==> config.mk <==
export PLATFORM = sky130hd
export DESIGN_NAME = load_store_unit
export DESIGN_NICKNAME = d
export VERILOG_FILES = /design/src/rtl/lsu_pkg.sv /design/src/rtl/lsu_align.sv /design/src/rtl/load_store_unit.sv
export SDC_FILE = /design/constraint.sdc
export NUM_CORES = 1
export LEC_CHECK = 0
export CORE_AREA = 2 2 122 124
export CTS_BUF_LIST = sky130_fd_sc_hd__clkbuf_16
export CTS_CLUSTER_SIZE = 24
export DETAILED_ROUTE_END_ITERATION = 10
export DIE_AREA = 0 0 124 126
export MAX_ROUTING_LAYER = met4
export PLACE_DENSITY = 0.78
export SLEW_MARGIN = 20
export SYNTH_ARGS = -nofsm -noshare
export SYNTH_HDL_FRONTEND = slang
export SYNTH_SLANG_ARGS = --single-unit
==> constraint.sdc <==
create_clock -name clk -period 2.9 [get_ports clk]
set_clock_uncertainty 0.1 [all_clocks]
set_input_delay 0.58 -clock clk [delete_from_list [all_inputs] [get_ports clk]]
set_output_delay 0.58 -clock clk [all_outputs]
set_load 0.05 [all_outputs]
==> src/rtl/lsu_pkg.sv <==
// Shared types for the load/store unit: FSM states, error codes, RV32I opcodes/funct3
// and the access-legality helpers used when an instruction is accepted.
package lsu_pkg;

   typedef enum logic [1:0] {S_IDLE, S_REQ, S_WAIT, S_DONE} lsu_state_e;

   typedef enum logic [1:0] {
      ERR_NONE     = 2'd0,
      ERR_MISALIGN = 2'd1,
      ERR_TIMEOUT  = 2'd2,
      ERR_FUNCT3   = 2'd3
   } lsu_err_e;

   localparam logic [6:0] OP_LOAD  = 7'b0000011;
   localparam logic [6:0] OP_STORE = 7'b0100011;

   localparam logic [2:0] F3_B  = 3'd0;
   localparam logic [2:0] F3_H  = 3'd1;
   localparam logic [2:0] F3_W  = 3'd2;
   localparam logic [2:0] F3_BU = 3'd4;
   localparam logic [2:0] F3_HU = 3'd5;

   function automatic logic f3_illegal(input logic is_store, input logic [2:0] f3);
      if (is_store) return f3 > F3_W;
      return (f3 == 3'd3) || (f3 == 3'd6) || (f3 == 3'd7);
   endfunction

   // Size lives in funct3[1:0] for both signed and unsigned loads.
   function automatic logic misaligned(input logic [2:0] f3, input logic [1:0] lo);
      case (f3[1:0])
         2'd1:    return lo[0];
         2'd2:    return lo != 2'b00;
         default: return 1'b0;
      endcase
   endfunction

endpackage

==> src/rtl/lsu_align.sv <==
// Combinational byte-lane steering: store data replication / byte enables, and
// load data extraction with sign or zero extension.
module lsu_align
   import lsu_pkg::*;
(
   input  logic [2:0]  funct3_i,
   input  logic [1:0]  addr_lo_i,
   input  logic [31:0] st_data_i,
   input  logic [31:0] rsp_data_i,
   output logic [3:0]  be_o,
   output logic [31:0] wdata_o,
   output logic [31:0] ld_data_o
);

   logic [7:0]  ld_byte;
   logic [15:0] ld_half;

   always_comb begin
      be_o    = 4'b1111;
      wdata_o = st_data_i;
      case (funct3_i[1:0])
         2'd0: begin
            be_o    = 4'b0001 << addr_lo_i;
            wdata_o = {4{st_data_i[7:0]}};
         end
         2'd1: begin
            be_o    = 4'b0011 << addr_lo_i;
            wdata_o = {2{st_data_i[15:0]}};
         end
         default: ;
      endcase
   end

   always_comb begin
      case (addr_lo_i)
         2'd0:    ld_byte = rsp_data_i[7:0];
         2'd1:    ld_byte = rsp_data_i[15:8];
         2'd2:    ld_byte = rsp_data_i[23:16];
         default: ld_byte = rsp_data_i[31:24];
      endcase
      ld_half = addr_lo_i[1] ? rsp_data_i[31:16] : rsp_data_i[15:0];

      case (funct3_i)
         F3_B:    ld_data_o = {{24{ld_byte[7]}}, ld_byte};
         F3_H:    ld_data_o = {{16{ld_half[15]}}, ld_half};
         F3_BU:   ld_data_o = {24'd0, ld_byte};
         F3_HU:   ld_data_o = {16'd0, ld_half};
         default: ld_data_o = rsp_data_i;
      endcase
   end

endmodule

==> src/rtl/load_store_unit.sv <==
// Single-outstanding load/store unit: accepts one memory op from IDLE, issues a
// word-aligned request, waits for read data, and reports a one-cycle completion.
module load_store_unit
   import lsu_pkg::*;
#(
   parameter int ADDR_W  = 32,
   parameter int TIMEOUT = 256
) (
   input  logic              clk,
   input  logic              rst_n,
   input  logic              in_valid,
   input  logic [6:0]        in_opcode,
   input  logic [2:0]        in_funct3,
   input  logic [31:0]       in_rs2_data,
   input  logic [ADDR_W-1:0] in_res,
   output logic              out_stall,
   output logic              out_valid,
   output logic [31:0]       out_mem_rd,
   output logic [1:0]        out_error,
   output logic              mem_req_valid,
   input  logic              mem_req_ready,
   output logic              mem_req_we,
   output logic [ADDR_W-1:0] mem_req_addr,
   output logic [31:0]       mem_req_wdata,
   output logic [3:0]        mem_req_be,
   input  logic              mem_rsp_valid,
   input  logic [31:0]       mem_rsp_data
);

   localparam logic [15:0] TO_LAST = 16'(TIMEOUT - 1);

   lsu_state_e        state_q;
   lsu_err_e          err_q;
   logic              store_q;
   logic [2:0]        funct3_q;
   logic [ADDR_W-1:0] addr_q;
   logic [31:0]       data_q;
   logic [15:0]       cnt_q;
   logic              req_valid_q;
   logic              valid_q;
   logic [31:0]       rd_q;

   logic        mem_op;
   logic        in_store;
   logic        timed_out;
   logic [31:0] ld_data;

   assign in_store  = (in_opcode == OP_STORE);
   assign mem_op    = in_valid && ((in_opcode == OP_LOAD) || in_store);
   // >= also covers a load whose handshake landed on the last allowed cycle.
   assign timed_out = (cnt_q >= TO_LAST);

   lsu_align u_align (
      .funct3_i   (funct3_q),
      .addr_lo_i  (addr_q[1:0]),
      .st_data_i  (data_q),
      .rsp_data_i (mem_rsp_data),
      .be_o       (mem_req_be),
      .wdata_o    (mem_req_wdata),
      .ld_data_o  (ld_data)
   );

   always_ff @(posedge clk or negedge rst_n) begin
      if (!rst_n) begin
         state_q     <= S_IDLE;
         err_q       <= ERR_NONE;
         store_q     <= 1'b0;
         funct3_q    <= 3'd0;
         addr_q      <= '0;
         data_q      <= 32'd0;
         cnt_q       <= 16'd0;
         req_valid_q <= 1'b0;
         valid_q     <= 1'b0;
         rd_q        <= 32'd0;
      end else begin
         case (state_q)
            S_IDLE: begin
               if (mem_op) begin
                  store_q  <= in_store;
                  funct3_q <= in_funct3;
                  addr_q   <= in_res;
                  data_q   <= in_rs2_data;
                  cnt_q    <= 16'd0;
                  rd_q     <= 32'd0;
                  if (f3_illegal(in_store, in_funct3)) begin
                     state_q <= S_DONE;
                     err_q   <= ERR_FUNCT3;
                     valid_q <= 1'b1;
                  end else if (misaligned(in_funct3, in_res[1:0])) begin
                     state_q <= S_DONE;
                     err_q   <= ERR_MISALIGN;
                     valid_q <= 1'b1;
                  end else begin
                     state_q     <= S_REQ;
                     req_valid_q <= 1'b1;
                  end
               end
            end
            S_REQ: begin
               cnt_q <= cnt_q + 16'd1;
               if (mem_req_ready) begin
                  req_valid_q <= 1'b0;
                  if (store_q) begin
                     state_q <= S_DONE;
                     err_q   <= ERR_NONE;
                     valid_q <= 1'b1;
                  end else begin
                     state_q <= S_WAIT;
                  end
               end else if (timed_out) begin
                  req_valid_q <= 1'b0;
                  state_q     <= S_DONE;
                  err_q       <= ERR_TIMEOUT;
                  valid_q     <= 1'b1;
               end
            end
            S_WAIT: begin
               cnt_q <= cnt_q + 16'd1;
               if (mem_rsp_valid) begin
                  rd_q    <= ld_data;
                  state_q <= S_DONE;
                  err_q   <= ERR_NONE;
                  valid_q <= 1'b1;
               end else if (timed_out) begin
                  state_q <= S_DONE;
                  err_q   <= ERR_TIMEOUT;
                  valid_q <= 1'b1;
               end
            end
            default: begin
               state_q <= S_IDLE;
               err_q   <= ERR_NONE;
               valid_q <= 1'b0;
               rd_q    <= 32'd0;
            end
         endcase
      end
   end

   assign out_stall     = ((state_q == S_IDLE) && mem_op) || (state_q == S_REQ) || (state_q == S_WAIT);
   assign out_valid     = valid_q;
   assign out_mem_rd    = rd_q;
   assign out_error     = err_q;
   assign mem_req_valid = req_valid_q;
   assign mem_req_we    = store_q;
   assign mem_req_addr  = {addr_q[ADDR_W-1:2], 2'b00};

endmodule
==> results of run 1 <==
power by group:
group	internal, mW	leakage, nW	switching [mW]
Sequential	2.11	1.64	0.327
Clock	1.16	0.262	0.770
Combinational	1.55	2.36	2.65
Total	4.82	4.27	3.75
synth_stat cells (all sizes together), types with 3 or more instances:
cell / number / share of area (%)
mux2: 19 / 3.3
o21bai: 3 / 0.35
buf: 52 / 5.9
o21ai: 55 / 4.2
dfrtp: 122 / 47
o221ai: 7 / 0.94
nand3: 8 / 0.62
nand2: 234 / 14
nor3b: 4 / 0.46
o31ai: 6 / 0.69
or3: 3 / 0.29
o31a: 6 / 0.81
nor2b: 7 / 0.67
nand2b: 17 / 1.6
and2b: 7 / 0.81
nor3: 6 / 0.54
clkbuf: 27 / 1.6
mux2i: 14 / 2.2
nand4: 7 / 0.67
xnor2: 9 / 1.2
a22o: 17 / 2.3
inv: 13 / 0.75
nor2: 20 / 1.2
a21oi: 12 / 0.92
a31oi: 7 / 0.67
ha: 9 / 1.7
a21o: 5 / 0.58
state kept, by name, indices dropped and copies added, names as in the netlist:
register	cells
out_error	2
mem_req_valid	1
out_mem_rd	32
data_q	32
mem_req_we	1
addr_q	32
out_valid	1
state_q	2
funct3_q	3
cnt_q	16
worst max-delay path, stage by stage:
cell and delay, ns:
clkdlybuf4s50_1 0.44, and4bb_1 0.25, nand3_1 0.18, nor2_4 0.06
or3_1 0.37, buf_12 0.17
layout by cell type, fill, tap and decap left out, drive strengths merged, types with 2 or more instances in the layout:
cell type,count
a21o,5
a21oi,12
a22o,17
a31oi,7
and2b,7
and3,2
and4,2
buf,49
clkbuf,17
clkdlybuf4s50,184
clkinv,9
clkinvlp,4
conb,2
dfrtp,122
ha,9
inv,15
mux2,19
mux2i,14
nand2,234
nand2b,17
nand3,8
nand4,7
nor2,20
nor2b,7
nor3,6
nor3b,4
nor4b,2
o21a,2
o21ai,55
o21bai,3
o221ai,7
o31a,6
o31ai,6
or3,3
or4,2
xnor2,9
kinds of logic (layout without fill, tap and decap cells):
group	after synthesis	after routing	share of synthesized area [%]
AOI/OAI and AO/OA	135	135	14.0
xor gates and xnor gates	10	10	1.35
other	1	2	0.0577
muxes	34	34	5.80
buffers and inverters	93	279	8.30
and+or+nand+nor	324	324	21.7
DFF	122	122	47.0
adders and majority gates	9	9	1.73
area by class of cell:
type,count,area share (%)
Tap cell,184,2.50
Inverter,14,0.571
Sequential cell,122,33.2
Clock inverter,15,1.22
Multi-Input combinational cell,514,31.7
Clock buffer,17,4.62
Timing Repair Buffer,233,26.2
routing by layer:
metal / vias to the layer above / share of wire, % / wire length [um] / GRT usage, %
met2: 254 / 46 / 8310 / 36.7
li1: 2785 / - / - / -
met3: 43 / 6.6 / 1190 / 5.07
met5: - / 0 / 0 / -
met1: 2693 / 43 / 7810 / 31.1
met4: 0 / 3.7 / 672 / 11.8
metrics by stage:
| stage | hold slack (ns) | setup WS [ns] | cell area [um^2] | instances |
|---|---|---|---|---|
| after global placement | 0.345 | 0.140 | 8660 | 1067 |
| final | 0.0977 | 0.160 | 9200 | 1099 |
| after floorplan | 0.184 | 0.0518 | 6500 | 729 |
| after global routing | 0.141 | 0.0992 | 9200 | 1099 |
| after CTS | 0.0938 | 0.161 | 9200 | 1099 |
| after detailed placement | 0.350 | 0.0156 | 8660 | 1067 |
final timing paths:
path                                   startpoint                 endpoint  slack [ns]  cells after the start
setup / recovery                     in_opcode[2]                out_stall        0.16                      6
setup reg to reg           state_q[0]$_DFFE_PN0P_     cnt_q[6]$_DFFE_PN0P_        0.56                      7
min in group clk           data_q[20]$_DFFE_PN0P_   data_q[20]$_DFFE_PN0P_        0.36                      2
hold reg to reg            data_q[20]$_DFFE_PN0P_   data_q[20]$_DFFE_PN0P_        0.36                      2
hold / removal                              rst_n   addr_q[17]$_DFFE_PN0P_         0.1                      1
max in group asynchronous                   rst_n  funct3_q[1]$_DFFE_PN0P_        1.96                      2
==> impl_results.md, run 1 <==
- Setup TNS: 0 ns
- Initial antenna violation count: 0
- I/O pin count: 217
- Ant. Diodes: 0
- Unrepaired setup endpoints after global routing: false
- Max-cap viol count: 0
- Routed vias: 5,775
- Die Width: 124 um
- Routed len/inst: 16.4 um
- Bufs on Longest Clock Path: 2
- Clock Latency Late Sink: 0.42 ns
- CTS H-tree depth: 4
- Async S/R FF share, synth: 100%
- Total Power: 8.56 mW
- Most used DFF post-synth: dfrtp_1
- CP required: 2.22 ns
- Final ANT Viol Nets: 0
- Warnings from Yosys: 0
- Worst slew pin tran: approximately 0.65 ns
- Max VDD drop: 439 uV
- Vias in the first global route: around 5,700
- Slew headroom: a little under three fifths
- Core area: 14,300 um^2
- CTS root buffer: clkbuf_16
- 1st-pass router iterations: 5
- Resized Gates After CTS: 0
- PwrDens: 931 nW/um^2
- CTS Sinks: 122
- Pleak: 4.27 nW
- Crit Path Max Fanout: 2
- Worst Hold Class: input port to asynchronous set/reset pin
- Row cnt: 44
- Number of port buffers: 214
- Hold Vio Cnt, Final: 0
- Layout cells sized above 1: 11.4%
- Clock-pin slew on the worst setup and hold paths: 0.06 ns
- Maximum achievable frequency: 365 MHz
- Post-Syn Instances: 728
- CTS tree: built
- Filler Cell Count: 1,196
- Mapped Area: about 6500 um^2
- Post-synthesis sequential area ratio: between 40% and 50%
- Tcrit/Tclk final: between 90% and 100%
- DIE AREA: 15,600 um^2
- Vias per inst: between 5 and 6
- Flip-flop and latch area: 3050 um^2
- Post-Route WL: 18,000 um
- Post-synth EDFFs: 0
- Layout area overhead: 41.6%
- DRC: 0
- Routability cong.: 0.895
- Synth Register Bits: 122
- CTS Buf Count: 17
- Unique masters post-synth: 60
- DP HPWL: 12,800 um
- Nets: 1,022
- First-pass GRT wire length: 28,500 um
- CTS hold repair buffers: 0
- Initial Util: 45.4%
- Largest net degree at the start of global routing: 69
- Max-slew violations: 0
- Crit end category: output pin
- Avg Cell Area, Syn: 8.92 um^2
- Die Y: 126 um
- Tmin final: 2.74 ns
- Crit Path Class: input port to output pin
- Drt initial violations: 368
- Core Util, Final: 64.3%
- Run status: finished clean
- Multi-input logic area: roughly 3000 um^2
- Startpoint types: input port
- Arr. time, crit path: 2.06 ns
- Overflow after GRT: 0
- Postcts setup bufs: 0
- GRT Total Usage: about 24%
- Count of endpoints failing setup in the final report: 0
Power figures use the tool's default switching activity.
==> run 2, diff against run 1 <==
--- a/config.mk
+++ b/config.mk
@@ -5,9 +5,11 @@
 export SDC_FILE = /design/constraint.sdc
 export NUM_CORES = 1
 export LEC_CHECK = 0
+export ABC_AREA = 0
+export CAP_MARGIN = 20
 export CORE_AREA = 2 2 122 124
 export CTS_BUF_LIST = sky130_fd_sc_hd__clkbuf_16
-export CTS_CLUSTER_SIZE = 24
+export CTS_CLUSTER_SIZE = 14
 export DETAILED_ROUTE_END_ITERATION = 10
 export DIE_AREA = 0 0 124 126
 export MAX_ROUTING_LAYER = met4
==> results of run 2 <==
Same layout as run 1: the final DEF is identical, and so are final timing and power.
==> run 3, diff against run 2 <==
--- a/config.mk
+++ b/config.mk
@@ -14,6 +14,7 @@
 export DIE_AREA = 0 0 124 126
 export MAX_ROUTING_LAYER = met4
 export PLACE_DENSITY = 0.78
+export REMOVE_ABC_BUFFERS = 1
 export SLEW_MARGIN = 20
 export SYNTH_ARGS = -nofsm -noshare
 export SYNTH_HDL_FRONTEND = slang
==> run 3 against run 2 <==
  * Fmax rose by 0.23%
  * Count of clock-buffer cells in the layout did not move
  * Final cell count rose by 0.27%
  * First-iteration DRC count rose by 1.9%
  * Power rose by 1.1%
  * Critical path type unchanged
  * Global-route usage fell by 1.3 points
  * Sequential share of layout area barely moved
  * Largest power group unchanged
  * Flip-flop and latch count did not move
  * Non-clock buffer count rose by 3
  * Via count fell by 1.1%
==> impl_results.md, run 3 (same netlist as run 1, synthesis figures left out) <==
- DRC: 0
- Crit Path Max Fanout: 4
- PwrDens: 940 nW/um^2
- Final worst slack: around 0.17 ns
- Met2 Use GR: 36.2%
- Layout area overhead: 41.8%
- Drt initial violations: 375
- M3 GR Usage: 5.53%
- CTS root buffer: clkbuf_16
- Net Sw Power: 3.73 mW
- Vias in the first global route: 5,316
- Worst Hold Class: register to register
- Placed Cells: ~1,100
- Finished Cell Area: 9210 um^2
- Bufs on Longest Clock Path: 2
- CTS tree: built
- Initial antenna violation count: 0
- Max-slew violations: 0
- Cell internal pwr: 4.93 mW
- Postcts setup bufs: 0
- Unrepaired setup endpoints after global routing: false
- CP max stage cell: clkdlybuf4s50_1
- CTS hold repair buffers: 1
- Number of port buffers: 214
- CP delay by family, top: simple AND/OR/NAND/NOR gates
- Crit Path Class: input port to output pin
- Layout cells sized above 1: between 10% and 20%
- Worst slew pin tran: approximately 0.77 ns
- Combinational share of power: 48.9%
- Nets: ~1,000
- Ant. Diodes: 0
- Crit end category: output pin
- Run status: finished clean
- Pleak: 4.29 nW
- Core area: between 10,000 and 15,000 um^2
- Setup TNS: 0 ns
- Die Width: 124 um
- Count of endpoints failing setup in the final report: 0
- Pre-CTS WS: around 0.055 ns
- Clock-pin slew on the worst setup and hold paths: around 0.050 ns
- Routability cong.: 0.898
- Initial Util: 45.4%
- DP HPWL: 12,100 um
- Routed len/inst: 15.7 um
- Area post-placement: roughly 8600 um^2
- Vias per inst: between 5 and 6
- Clock share of power: 23.2%
- Final ANT Viol Nets: 0
- CTS Buf Count: 17
- Finished Layout Cells: ~1,100
- Hold Vio Cnt, Final: 0
- GRT Total Usage: 23.0%
- First-pass GRT wire length: roughly 27,000 um
- Worst hold slack: 0.360 ns
- DIE AREA: about 16,000 um^2
- Grt peak-use layer: met2
- 1st-pass router iterations: 5
- Commonest non-fill, non-tap cell in the layout: nand2_1
- I/O pin count: 217
- Maximum achievable frequency: approximately 370 MHz
- Routed vias: 5,709
- Sw frac: roughly 43%
- Overflow after GRT: 0
- GRT met1 Usage: a little under a third
- Crit path buf inv count: 2
- Post-Route WL: 17,200 um
- Tmin final: around 2.7 ns
- Startpoint types: input port
- Die Y: 126 um
- Critical path, cell by cell: clkdlybuf4s50_1 > and4bb_1 > nand3_1 > nor2_4 > or3_1 > buf_12
- Largest net degree at the start of global routing: 69
- Max-cap viol count: 0
- Arr. time, crit path: 2.05 ns
- Slew headroom: 48.6%
- Share of power burned in registers: ~28%
- Row cnt: 44
- Total Power: around 8.7 mW
- CTS Sinks: 122
- Most frequent cells in the layout: 234 x nand2_1, 184 x clkdlybuf4s50_1, 121 x dfrtp_1, 55 x o21ai_0, 38 x buf_4
- CP required: 2.22 ns
- Clock Latency Late Sink: between 0.4 and 0.5 ns
- Core Util, Final: 64.3%
- Resized Gates After CTS: 0
- CTS H-tree depth: 4
- Tcrit/Tclk final: about 94%
- Worst path max stage delay: 0.44 ns
- Max VDD drop: 596 uV
[run 3: cell types whose count changed in the layout (fill, tap and decap cells not counted)]
cell           delta
buf_4             +5
buf_12            -3
clkinv_1          -2
bufinv_16         +1
clkinv_2          +1
clkinv_4          -1
clkinvlp_4        -1
dlygate4sd3_1     +1
inv_1             +1
inv_6             +1
[run 3: worst reg2reg max path: cells and delay by family (launching register included)]
kind	cells	cell delay [ns]
buffers and inverters	3	0.70
and+or+nand+nor	1	0.16
adders and majority gates	1	0.32
DFF	1	0.42
AOI/OAI and AO/OA	2	0.48
[run 3: layout make-up]
class,instances,area [um^2]
multi-input combinational,514,2910
tap,184,230
sequential,122,3050
fill,1226,5100
inverter,14,52.6
clock inverter,15,136
clock buffer,17,425
timing repair buffer,236,2400
[run 3: path summary, 6_finish.rpt]
kind                                         from                         to  slack [ns]  cells after the start
setup / recovery                     in_opcode[2]                  out_stall        0.17                      6
hold / removal             addr_q[15]$_DFFE_PN0P_     addr_q[15]$_DFFE_PN0P_        0.36                      2
setup reg to reg           state_q[0]$_DFFE_PN0P_  out_mem_rd[4]$_DFFE_PN0P_        0.59                      7
hold reg to reg            addr_q[15]$_DFFE_PN0P_     addr_q[15]$_DFFE_PN0P_        0.36                      2
max in group asynchronous                   rst_n  out_mem_rd[1]$_DFFE_PN0P_        1.44                      3
min in group asynchronous                   rst_n      data_q[4]$_DFFE_PN0P_        0.50                      2
[run 3: power groups by stage]
stage	clock [mW]	combinational [mW]	sequential, mW
after global routing	2.14	4.50	2.47
after detailed placement	0	4.23	2.43
final	2.01	4.24	2.41
after floorplan	0	1.57	3.45
after global placement	0	4.20	2.42
after CTS	2.06	4.25	2.41
[run 3: routing by layer]
metal	vias to the layer above	part of all wire, %
li1	2792	-
met1	2735	44
met2	171	49
met3	11	5.6
met4	0	0.64
met5	-	0
==> variant: new RTL, settings of run 3 <==
Change the parameter `TIMEOUT` from 256 to 192.
--- a/src/rtl/load_store_unit.sv
+++ b/src/rtl/load_store_unit.sv
@@ -4,7 +4,7 @@
    import lsu_pkg::*;
 #(
    parameter int ADDR_W  = 32,
-   parameter int TIMEOUT = 256
+   parameter int TIMEOUT = 192
 ) (
    input  logic              clk,
    input  logic              rst_n,
Check against the original RTL: same outputs for any inputs over 4 cycles, from zero or initial values and one cycle with rst_n low; that may be too few to reach the edited logic, so the function may still have changed.
==> variant against run 3 <==
Via count is 7.9% lower; synthesized area decreased by 2.2%; power decreased by 0.83%; final area is 1.4% higher; die area stayed put; setup slack gained 0.11 ns; routed wire length is 2.3% higher; critical path depth fell by 1; core utilization grew 0.91 points; cell count fell by 12%; sequential cell count stayed put; worst hold slack worse by 0.25 ns; critical path type is now reg -> out; largest power group unchanged.
==> variant: results (changes against run 3) <==
| Metric | Value |
|---|---|
| Largest net degree at the start of global routing | `123 (+78%)` |
| DP Cell Count | `942 (-12%)` |
| Reg2Reg Depth | `8 (+1)` |
| Met3 wire length | `1670 µm (+72%)` |
| Psw | `3.56 mW (-4.7%)` |
| Crit path launch | `state_q[0]$_DFFE_PN0P_` |
| Sequential area share after synthesis | `48.0% (+1.0 points)` |
| Dominant cells by area after synthesis | `dfrtp_1 (48%), mux2_2 (16%), buf_4 (4.7%), o21ai_0 (4.3%), nand2_1 (3.1%)` |
| FILL cells | `1,091 (-11%)` |
| Met2 Wirelength | `8550 µm (+0.16%)` |
| R2r setup slk | `0.52 ns (-0.07 ns)` |
| First-pass GRT wire length | `28,100 µm (+3.2%)` |
| CP arrival | `1.94 ns (-0.11 ns)` |
| Synth cell count leaders | `dfrtp_1 (122), mux2_2 (89), o21ai_0 (54), nand2_1 (52), buf_4 (40)` |
| GRT Overall Usage | `23.8% (+0.82 points)` |
| Gpl congestion | `0.880 (-2.0%)` |
| Xor and xnor area share after synthesis | `1.38% (+0.030 points)` |
| Initial DRC count | `337 (-10%)` |
| Synthesized-area fraction occupied by adder cells | `1.77% (+0.038 points)` |
| Run status | `finished, final reports clean` |
| VDD IR max | `0.000516 V (-13%)` |
| DR vias | `5,260 (-7.9%)` |
| Worst r2r dst | `cnt_q[13]$_DFFE_PN0P_` |
| Initial DRT Pass Iterations | `6 (+1)` |
| Worst hold-check path type | `in -> async` |
variant: cell count changes after synthesis, moves of 7 or more:
cell | run 3 | this run
and2b_1 | 7 | 0
a32o_1 | 1 | 9
nor2_1 | 20 | 38
nand2_1 | 234 | 52
o221ai_1 | 7 | 0
mux2_2 | 19 | 89
a22o_1 | 17 | 1
clkbuf_1 | 26 | 18
variant: worst min path at each step:
stage | startpoint | end | slack [ns] | depth (start not counted)
floorplan | rst_n | addr_q[0]$_DFFE_PN0P_ | 0.18 | 0
global placement | out_mem_rd[26]$_DFFE_PN0P_ | out_mem_rd[26]$_DFFE_PN0P_ | 0.36 | 2
detailed placement | out_mem_rd[1]$_DFFE_PN0P_ | out_mem_rd[1]$_DFFE_PN0P_ | 0.37 | 1
CTS | rst_n | funct3_q[1]$_DFFE_PN0P_ | 0.20 | 2
global route | rst_n | out_mem_rd[18]$_DFFE_PN0P_ | 0.22 | 2
finish | rst_n | out_mem_rd[2]$_DFFE_PN0P_ | 0.11 | 2
variant: logic make-up (layout without fill, tap and decap cells):
group	count (synthesis)	count (layout)
muxes	98	98
buffers and inverters	82	276
adders and majority gates	9	9
other	1	2
xor gates and xnor gates	10	10
AOI/OAI and AO/OA	115	115
DFF	122	122
and+or+nand+nor	156	156
variant: power by group through the flow:
stage | Sequential [mW] | Clock [mW] | Combinational (mW)
2_1_floorplan | 3.42 | 0 | 1.42
3_3_place_gp | 2.39 | 0 | 4.07
3_5_place_dp | 2.42 | 0 | 4.15
4_1_cts | 2.39 | 2.09 | 4.16
5_1_grt | 2.44 | 2.17 | 4.40
6_report | 2.39 | 2.03 | 4.16
variant: worst max-delay path, stage by stage, from the launching register on:
cell	delay, ns
dfrtp_1	0.43
inv_1	0.13
ha_1	0.35
nand4_1	0.26
nand3_1	0.21
buf_12	0.15
variant: layout make-up:
cell class / instances / share of cell area, %
sequential: 122 / 32.7
multi-input combinational: 390 / 30.4
timing repair buffer: 233 / 27.9
clock buffer: 17 / 4.55
tap: 184 / 2.46
clock inverter: 13 / 1.47
inverter: 13 / 0.522
variant: metal layers:
layer  vias up  global-route usage (%)
met2       289                    38.5
met4         0                    7.40
met1      2514                    27.9
li1       2428                       -
met3        29                    8.15
met5         -                       -
variant: through the flow:
stage | power, mW | hold WS (ns) | setup TNS [ns] | util (%) | area, µm²
after floorplan | 4.84 | 0.184 | -97.01 | - | 5940
after global placement | 6.46 | 0.360 | 0 | 61.3 | 8780
after CTS | 8.64 | 0.201 | 0 | 65.3 | 9340
final | 8.59 | 0.106 | 0 | 65.3 | 9340
after global routing | 9.01 | 0.225 | 0 | 65.3 | 9340
after detailed placement | 6.57 | 0.370 | 0 | 61.3 | 8780
